### src/rtl/m_adc_spi_ctrl.sv
// Periodic CNV/SCK front-end for the paired 24-bit current and voltage ADCs.
// Both SDO lines are shifted in parallel; completed frames are presented with a valid pulse.
//
// state   | meaning
// IDLE    | waiting for a period trigger
// CNV     | conversion pulse high for CNV_HIGH_CYC cycles
// WAIT    | conversion time, CNV low, before the first SCK
// SHIFT   | DATA_WIDTH SCK periods, both SDO lines captured on SCK rising
// DONE    | one cycle: raw outputs updated, o_data_valid high
module m_adc_spi_ctrl #(
    parameter int DATA_WIDTH    = 24,
    parameter int CLK_DIV       = 2,
    parameter int CNV_HIGH_CYC  = 4,
    parameter int CONV_WAIT_CYC = 10
) (
    input  logic                  i_clk,
    input  logic                  i_rst,
    input  logic [31:0]           i_cyc_t,
    input  logic                  i_i_sdo,
    input  logic                  i_v_sdo,
    output logic                  o_cnv,
    output logic                  o_sck,
    output logic [DATA_WIDTH-1:0] o_i_adc_raw_data,
    output logic [DATA_WIDTH-1:0] o_v_adc_raw_data,
    output logic                  o_data_valid,
    output logic                  o_busy,
    output logic                  o_overrun
);

    localparam int TMR_MAX = (CNV_HIGH_CYC > CONV_WAIT_CYC) ? CNV_HIGH_CYC : CONV_WAIT_CYC;
    localparam int TMR_W   = $clog2(TMR_MAX + 1);
    localparam int DIV_W   = $clog2(CLK_DIV + 1);
    localparam int HALF_W  = $clog2(2 * DATA_WIDTH + 1);

    localparam logic [TMR_W-1:0]  CNV_LOAD  = TMR_W'(CNV_HIGH_CYC - 1);
    localparam logic [TMR_W-1:0]  WAIT_LOAD = TMR_W'(CONV_WAIT_CYC - 1);
    localparam logic [DIV_W-1:0]  DIV_LOAD  = DIV_W'(CLK_DIV - 1);
    localparam logic [HALF_W-1:0] HALF_LAST = HALF_W'(2 * DATA_WIDTH - 1);

    typedef enum logic [2:0] {
        S_IDLE  = 3'd0,
        S_CNV   = 3'd1,
        S_WAIT  = 3'd2,
        S_SHIFT = 3'd3,
        S_DONE  = 3'd4
    } state_t;

    state_t                r_state;
    state_t                w_state_nxt;

    logic [31:0]           r_cnt;
    logic [31:0]           w_cyc_last;
    logic                  w_trig;

    logic [TMR_W-1:0]      r_tmr;
    logic [DIV_W-1:0]      r_div;
    logic [HALF_W-1:0]     r_half;
    logic [DATA_WIDTH-1:0] r_i_shift;
    logic [DATA_WIDTH-1:0] r_v_shift;
    logic [DATA_WIDTH-1:0] r_i_raw;
    logic [DATA_WIDTH-1:0] r_v_raw;

    logic                  r_cnv;
    logic                  r_sck;
    logic                  r_valid;
    logic                  r_busy;
    logic                  r_overrun;

    logic                  w_cnv_nxt;
    logic                  w_sck_nxt;
    logic                  w_valid_nxt;
    logic                  w_busy_nxt;
    logic                  w_overrun_nxt;
    logic                  w_shift_en;

    // Period counter: >= compare lets a shortened period take effect immediately.
    assign w_cyc_last = i_cyc_t - 32'd1;
    assign w_trig     = (i_cyc_t != 32'd0) && (r_cnt == 32'd0);

    always_ff @(posedge i_clk) begin
        if (i_rst) begin
            r_cnt <= 32'd0;
        end else if (i_cyc_t == 32'd0) begin
            r_cnt <= 32'd0;
        end else if (r_cnt >= w_cyc_last) begin
            r_cnt <= 32'd0;
        end else begin
            r_cnt <= r_cnt + 32'd1;
        end
    end

    always_ff @(posedge i_clk) begin
        if (i_rst) begin
            r_state <= S_IDLE;
        end else begin
            r_state <= w_state_nxt;
        end
    end

    always_comb begin
        w_state_nxt = r_state;
        case (r_state)
            S_IDLE: begin
                if (w_trig) begin
                    w_state_nxt = S_CNV;
                end
            end
            S_CNV: begin
                if (r_tmr == '0) begin
                    w_state_nxt = S_WAIT;
                end
            end
            S_WAIT: begin
                if (r_tmr == '0) begin
                    w_state_nxt = S_SHIFT;
                end
            end
            S_SHIFT: begin
                if ((r_div == '0) && (r_half == HALF_LAST)) begin
                    w_state_nxt = S_DONE;
                end
            end
            S_DONE: begin
                w_state_nxt = S_IDLE;
            end
            default: begin
                w_state_nxt = S_IDLE;
            end
        endcase
    end

    // Output values for the next cycle; every output pin comes straight from a flop.
    always_comb begin
        w_cnv_nxt     = 1'b0;
        w_sck_nxt     = 1'b0;
        w_valid_nxt   = 1'b0;
        w_busy_nxt    = 1'b0;
        w_overrun_nxt = 1'b0;
        w_shift_en    = 1'b0;
        w_cnv_nxt     = (w_state_nxt == S_CNV);
        w_valid_nxt   = (w_state_nxt == S_DONE);
        w_busy_nxt    = (w_state_nxt != S_IDLE);
        w_overrun_nxt = w_trig && (r_state != S_IDLE);
        if (r_state == S_SHIFT) begin
            w_sck_nxt  = (r_div == '0) ? ~r_sck : r_sck;
            w_shift_en = (r_div == '0) && !r_sck;
        end
    end

    always_ff @(posedge i_clk) begin
        if (i_rst) begin
            r_cnv     <= 1'b0;
            r_sck     <= 1'b0;
            r_valid   <= 1'b0;
            r_busy    <= 1'b0;
            r_overrun <= 1'b0;
        end else begin
            r_cnv     <= w_cnv_nxt;
            r_sck     <= w_sck_nxt;
            r_valid   <= w_valid_nxt;
            r_busy    <= w_busy_nxt;
            r_overrun <= w_overrun_nxt;
        end
    end

    always_ff @(posedge i_clk) begin
        if (i_rst) begin
            r_tmr     <= '0;
            r_div     <= '0;
            r_half    <= '0;
            r_i_shift <= '0;
            r_v_shift <= '0;
        end else begin
            case (r_state)
                S_IDLE: begin
                    if (w_trig) begin
                        r_tmr     <= CNV_LOAD;
                        r_i_shift <= '0;
                        r_v_shift <= '0;
                    end
                end
                S_CNV: begin
                    if (r_tmr == '0) begin
                        r_tmr <= WAIT_LOAD;
                    end else begin
                        r_tmr <= r_tmr - TMR_W'(1);
                    end
                end
                S_WAIT: begin
                    if (r_tmr != '0) begin
                        r_tmr <= r_tmr - TMR_W'(1);
                    end else begin
                        r_div  <= DIV_LOAD;
                        r_half <= '0;
                    end
                end
                S_SHIFT: begin
                    if (r_div == '0) begin
                        r_div  <= DIV_LOAD;
                        r_half <= r_half + HALF_W'(1);
                    end else begin
                        r_div <= r_div - DIV_W'(1);
                    end
                    if (w_shift_en) begin
                        r_i_shift <= {r_i_shift[DATA_WIDTH-2:0], i_i_sdo};
                        r_v_shift <= {r_v_shift[DATA_WIDTH-2:0], i_v_sdo};
                    end
                end
                default: begin
                end
            endcase
        end
    end

    // Raw outputs only ever take a complete frame, in step with the valid pulse.
    always_ff @(posedge i_clk) begin
        if (i_rst) begin
            r_i_raw <= '0;
            r_v_raw <= '0;
        end else if (w_state_nxt == S_DONE) begin
            r_i_raw <= r_i_shift;
            r_v_raw <= r_v_shift;
        end
    end

    assign o_cnv            = r_cnv;
    assign o_sck            = r_sck;
    assign o_i_adc_raw_data = r_i_raw;
    assign o_v_adc_raw_data = r_v_raw;
    assign o_data_valid     = r_valid;
    assign o_busy           = r_busy;
    assign o_overrun        = r_overrun;

endmodule

### config.mk
export PLATFORM = sky130hd
export DESIGN_NAME = m_adc_spi_ctrl
export DESIGN_NICKNAME = d
export VERILOG_FILES = /design/src/rtl/m_adc_spi_ctrl.sv
export SDC_FILE = /design/constraint.sdc
export NUM_CORES = 1
export LEC_CHECK = 0
export ABC_AREA = 1
export BUFFER_PORTS_ARGS = -buffer_cell sky130_fd_sc_hd__buf_4
export CORE_MARGIN = 3
export CORE_UTILIZATION = 25
export DETAILED_ROUTE_END_ITERATION = 7
export GPL_ROUTABILITY_DRIVEN = 0
export SLEW_MARGIN = 5
export SYNTH_ARGS = -nofsm -noshare
export SYNTH_HDL_FRONTEND = slang
export SYNTH_SLANG_ARGS = --single-unit
### constraint.sdc
create_clock -name i_clk -period 6.1 [get_ports i_clk]
set_input_delay 1.22 -clock i_clk [delete_from_list [all_inputs] [get_ports i_clk]]
set_output_delay 1.22 -clock i_clk [all_outputs]
set_load 0.005 [all_outputs]
==> qor.yml <==
timing:
  period_share_pct: 62.3
  fmax_ghz: 0.263
  finalMaxSlewViolations: 0
  setup_viol: 0
  worst_pin_slew_ns: 0.821
  period_needed_ns: 3.80
  fin_skew_ns: 0.0154
  layout_setup_ws_ns: 2.30
  report.final.hold_viol_count: 0
  relSlewSlack_pct: 45.2
  tns_ns: 0
  rsz0062_at_grt: "false"
clocking:
  cts_buffers: 17
  cts_setup_buffers: 0
  clock-sinks: 148
  clkSlewWorstSetupHoldPaths_ns: 0.07
  htree_num_levels: 4
  postCtsHoldBufs: 0
  clock_latency_ns: 0.42
  root_buffer: "clkbuf_16"
  clock_path_buffers: 2
  ctsResizeCount: 0
  cts_tree: "built"
global_routing:
  grt_pass1_wl_um: 33300
  antenna_found_initial: 0
  grt_pass1_vias: 6844
  grt_max_degree: 81
  grt_overflow: 0
  grt_use_total_pct: 11.3
route:
  via_per_inst: 4.31
  wl_per_cell_um: 11.5
  routed-via-count: 7542
  first_iter_violations: 386
  routed_wl_um: 20200
  drt_drc_violations_left: 0
  dr.pass1.iters: 5
  drtAntennaViolNets: 0
critical_path:
  path_cells: "buf_4 -> inv_1 -> ha_1 -> nand2_2 -> nor2_4 -> nand2_2 -> nor4_1 -> xor2_1 -> inv_1 -> ha_1 -> nand2_1 -> inv_1 -> nand3_1 -> nor3_1 -> nor2b_1 -> nand2_1 -> nand4_1 -> buf_4 -> nor2_1"
  critPathLaunchType: "primary input"
  cp_slowest_cell: "nor4_1"
  cp_common_cell: "inv_1"
  crit_fanout: 32
  cp-end-kind: "flop"
  critPathKind: "in -> reg"
  critPathRequiredTime_ns: 6.38
  r2r-start: "r_state[1]"
  reg2reg_slack_ns: 3.46
  arrival_ns: 4.08
  r2r-end: "o_i_adc_raw_data[12]"
  max_stage_delay_ns: 0.33
  rr_worst_depth: 8
cells_and_area:
  drive_above_1_share_pct: 12.0
  final_util_pct: 30.8
  area_delta_synth_final_pct: 19.9
  final_common_cell: "nor2_1"
  fillers: 3443
  layout_common_cells: "nor2_1, nand2_1, inv_1, dfxtp_1, buf_4"
  insertedDiodeCount: 0
  nets: 1376
floorplan:
  die_w_um: 187
  start_util_pct: 25.7
  core_sq_mm: 0.0320
  ios: 89
  die_h_um: 187
  rows: 65
  die_area_sq_mm: 0.0350
place:
  io_buffers: 88
  post-place-ws_ns: 1.85
  dp_hpwl_um: 14300
yosys:
  synth_edf_count: 0
  syn_nets: 1307
  yosysSeqAreaShare_pct: 36.1
  async_reset_ff_share_pct: 0
  ys_warn_count: 0
  syn_area_sq_mm: 0.00820
  syn_avg_cell_area_sq_um: 6.65
  ys_seq_elements: 148
  synthesis.instances: 1233
  synth_cell_types: 38
  ys.flop_type: "dfxtp_1"
outcome:
  status: "completed"
power:
  powerDensity_mw_per_mm2: 323
  power_uw: 3170
  ir_drop_uv: 207
  leakage_uw: 0.00448
job:
  maxCapViolCount: 0
hold_path:
  hold_path.class: "reg -> reg"
  worstHoldStart: "r_div[1]"
  min_to: "r_div[1]"
  holdPathStages: 2
-- synthesized netlist by cell type, drive strengths merged, types with 2 or more instances --
master	number	share of area, %
nand2	207	9.7
a21o	2	0.18
xnor2	13	1.4
a21oi	68	4.2
nor3b	4	0.37
o21bai	2	0.18
xor2	41	4.4
nand4	12	0.92
inv	166	7.6
nor2	296	14
o21ai	58	3.7
nor3	30	2.1
buf	20	1.7
nand3	94	5.7
nor2b	2	0.15
clkbuf	25	1.1
dfxtp	148	36
ha	38	5.8
-- worst max-delay path: cells and delay by family --
family | cells | cell delay [ns]
and+or+nand+nor | 11 | 1.49
buffers and inverters | 5 | 0.68
adders and majority gates | 2 | 0.49
xor gates and xnor gates | 1 | 0.18
-- worst max path at each step --
stage / startpoint / endpoint
after floorplan: i_cyc_t[0] / r_cnt[0]
after CTS: i_cyc_t[0] / r_cnt[10]
after global placement: i_cyc_t[0] / r_cnt[16]
after global routing: i_cyc_t[2] / r_cnt[10]
final: i_cyc_t[0] / r_cnt[10]
after detailed placement: i_cyc_t[0] / r_cnt[15]
-- flip-flops by register name, indices dropped and copies added (netlist names) --
| name | flops |
|---|---|
| r_i_shift | 24 |
| r_half | 6 |
| r_cnt | 32 |
| o_cnv | 1 |
| r_div | 2 |
| o_sck | 1 |
| o_overrun | 1 |
| r_state | 3 |
| r_tmr | 4 |
| o_data_valid | 1 |
| o_busy | 1 |
| o_v_adc_raw_data | 24 |
| r_v_shift | 24 |
| o_i_adc_raw_data | 24 |
-- logic make-up (layout without fill, tap and decap cells) --
group	after synthesis	count (layout)	share of synthesized area, %
adder cells (fa/ha/maj)	38	38	5.80
AO/OA/AOI/OAI	133	133	8.44
XOR/XNOR	54	54	5.77
AND/OR/NAND/NOR	649	649	33.4
flip-flops	148	148	36.1
buffers and inverters	211	293	10.4
-- per-layer routing --
layer | global-route usage (%) | wire (um) | up-vias
met5 | 0 | 0 | -
met3 | 1.95 | 661 | 11
li1 | - | - | 4000
met2 | 19.3 | 9770 | 110
met4 | 2.91 | 197 | 0
met1 | 14.7 | 9550 | 3421
-- layout make-up --
class	count	area [sq um]	share of cell area (%)
multi-input cells	874	4390	44.7
flip-flops and latches	148	2960	30.1
repair buffers	95	713	7.25
inverters	166	623	6.34
well taps	435	544	5.54
clock buffers	18	439	4.47
clock inverters	14	159	1.62
-- through the flow --
stage | std cells | instance area [sq um] | hold WS (ns)
final | 1750 | 9830 | 0.446
after global routing | 1750 | 9830 | 0.472
after CTS | 1750 | 9830 | 0.449
after detailed placement | 1718 | 9240 | 0.439
after global placement | 1718 | 9240 | 0.434
after floorplan | 1233 | 8200 | 0.425
-- power breakdown --
group          switching (uW)  internal (uW)
clock network             457            594
logic                     632            318
registers                49.7           1120
total                    1140           2030
(Power assumes the default switching activity.)
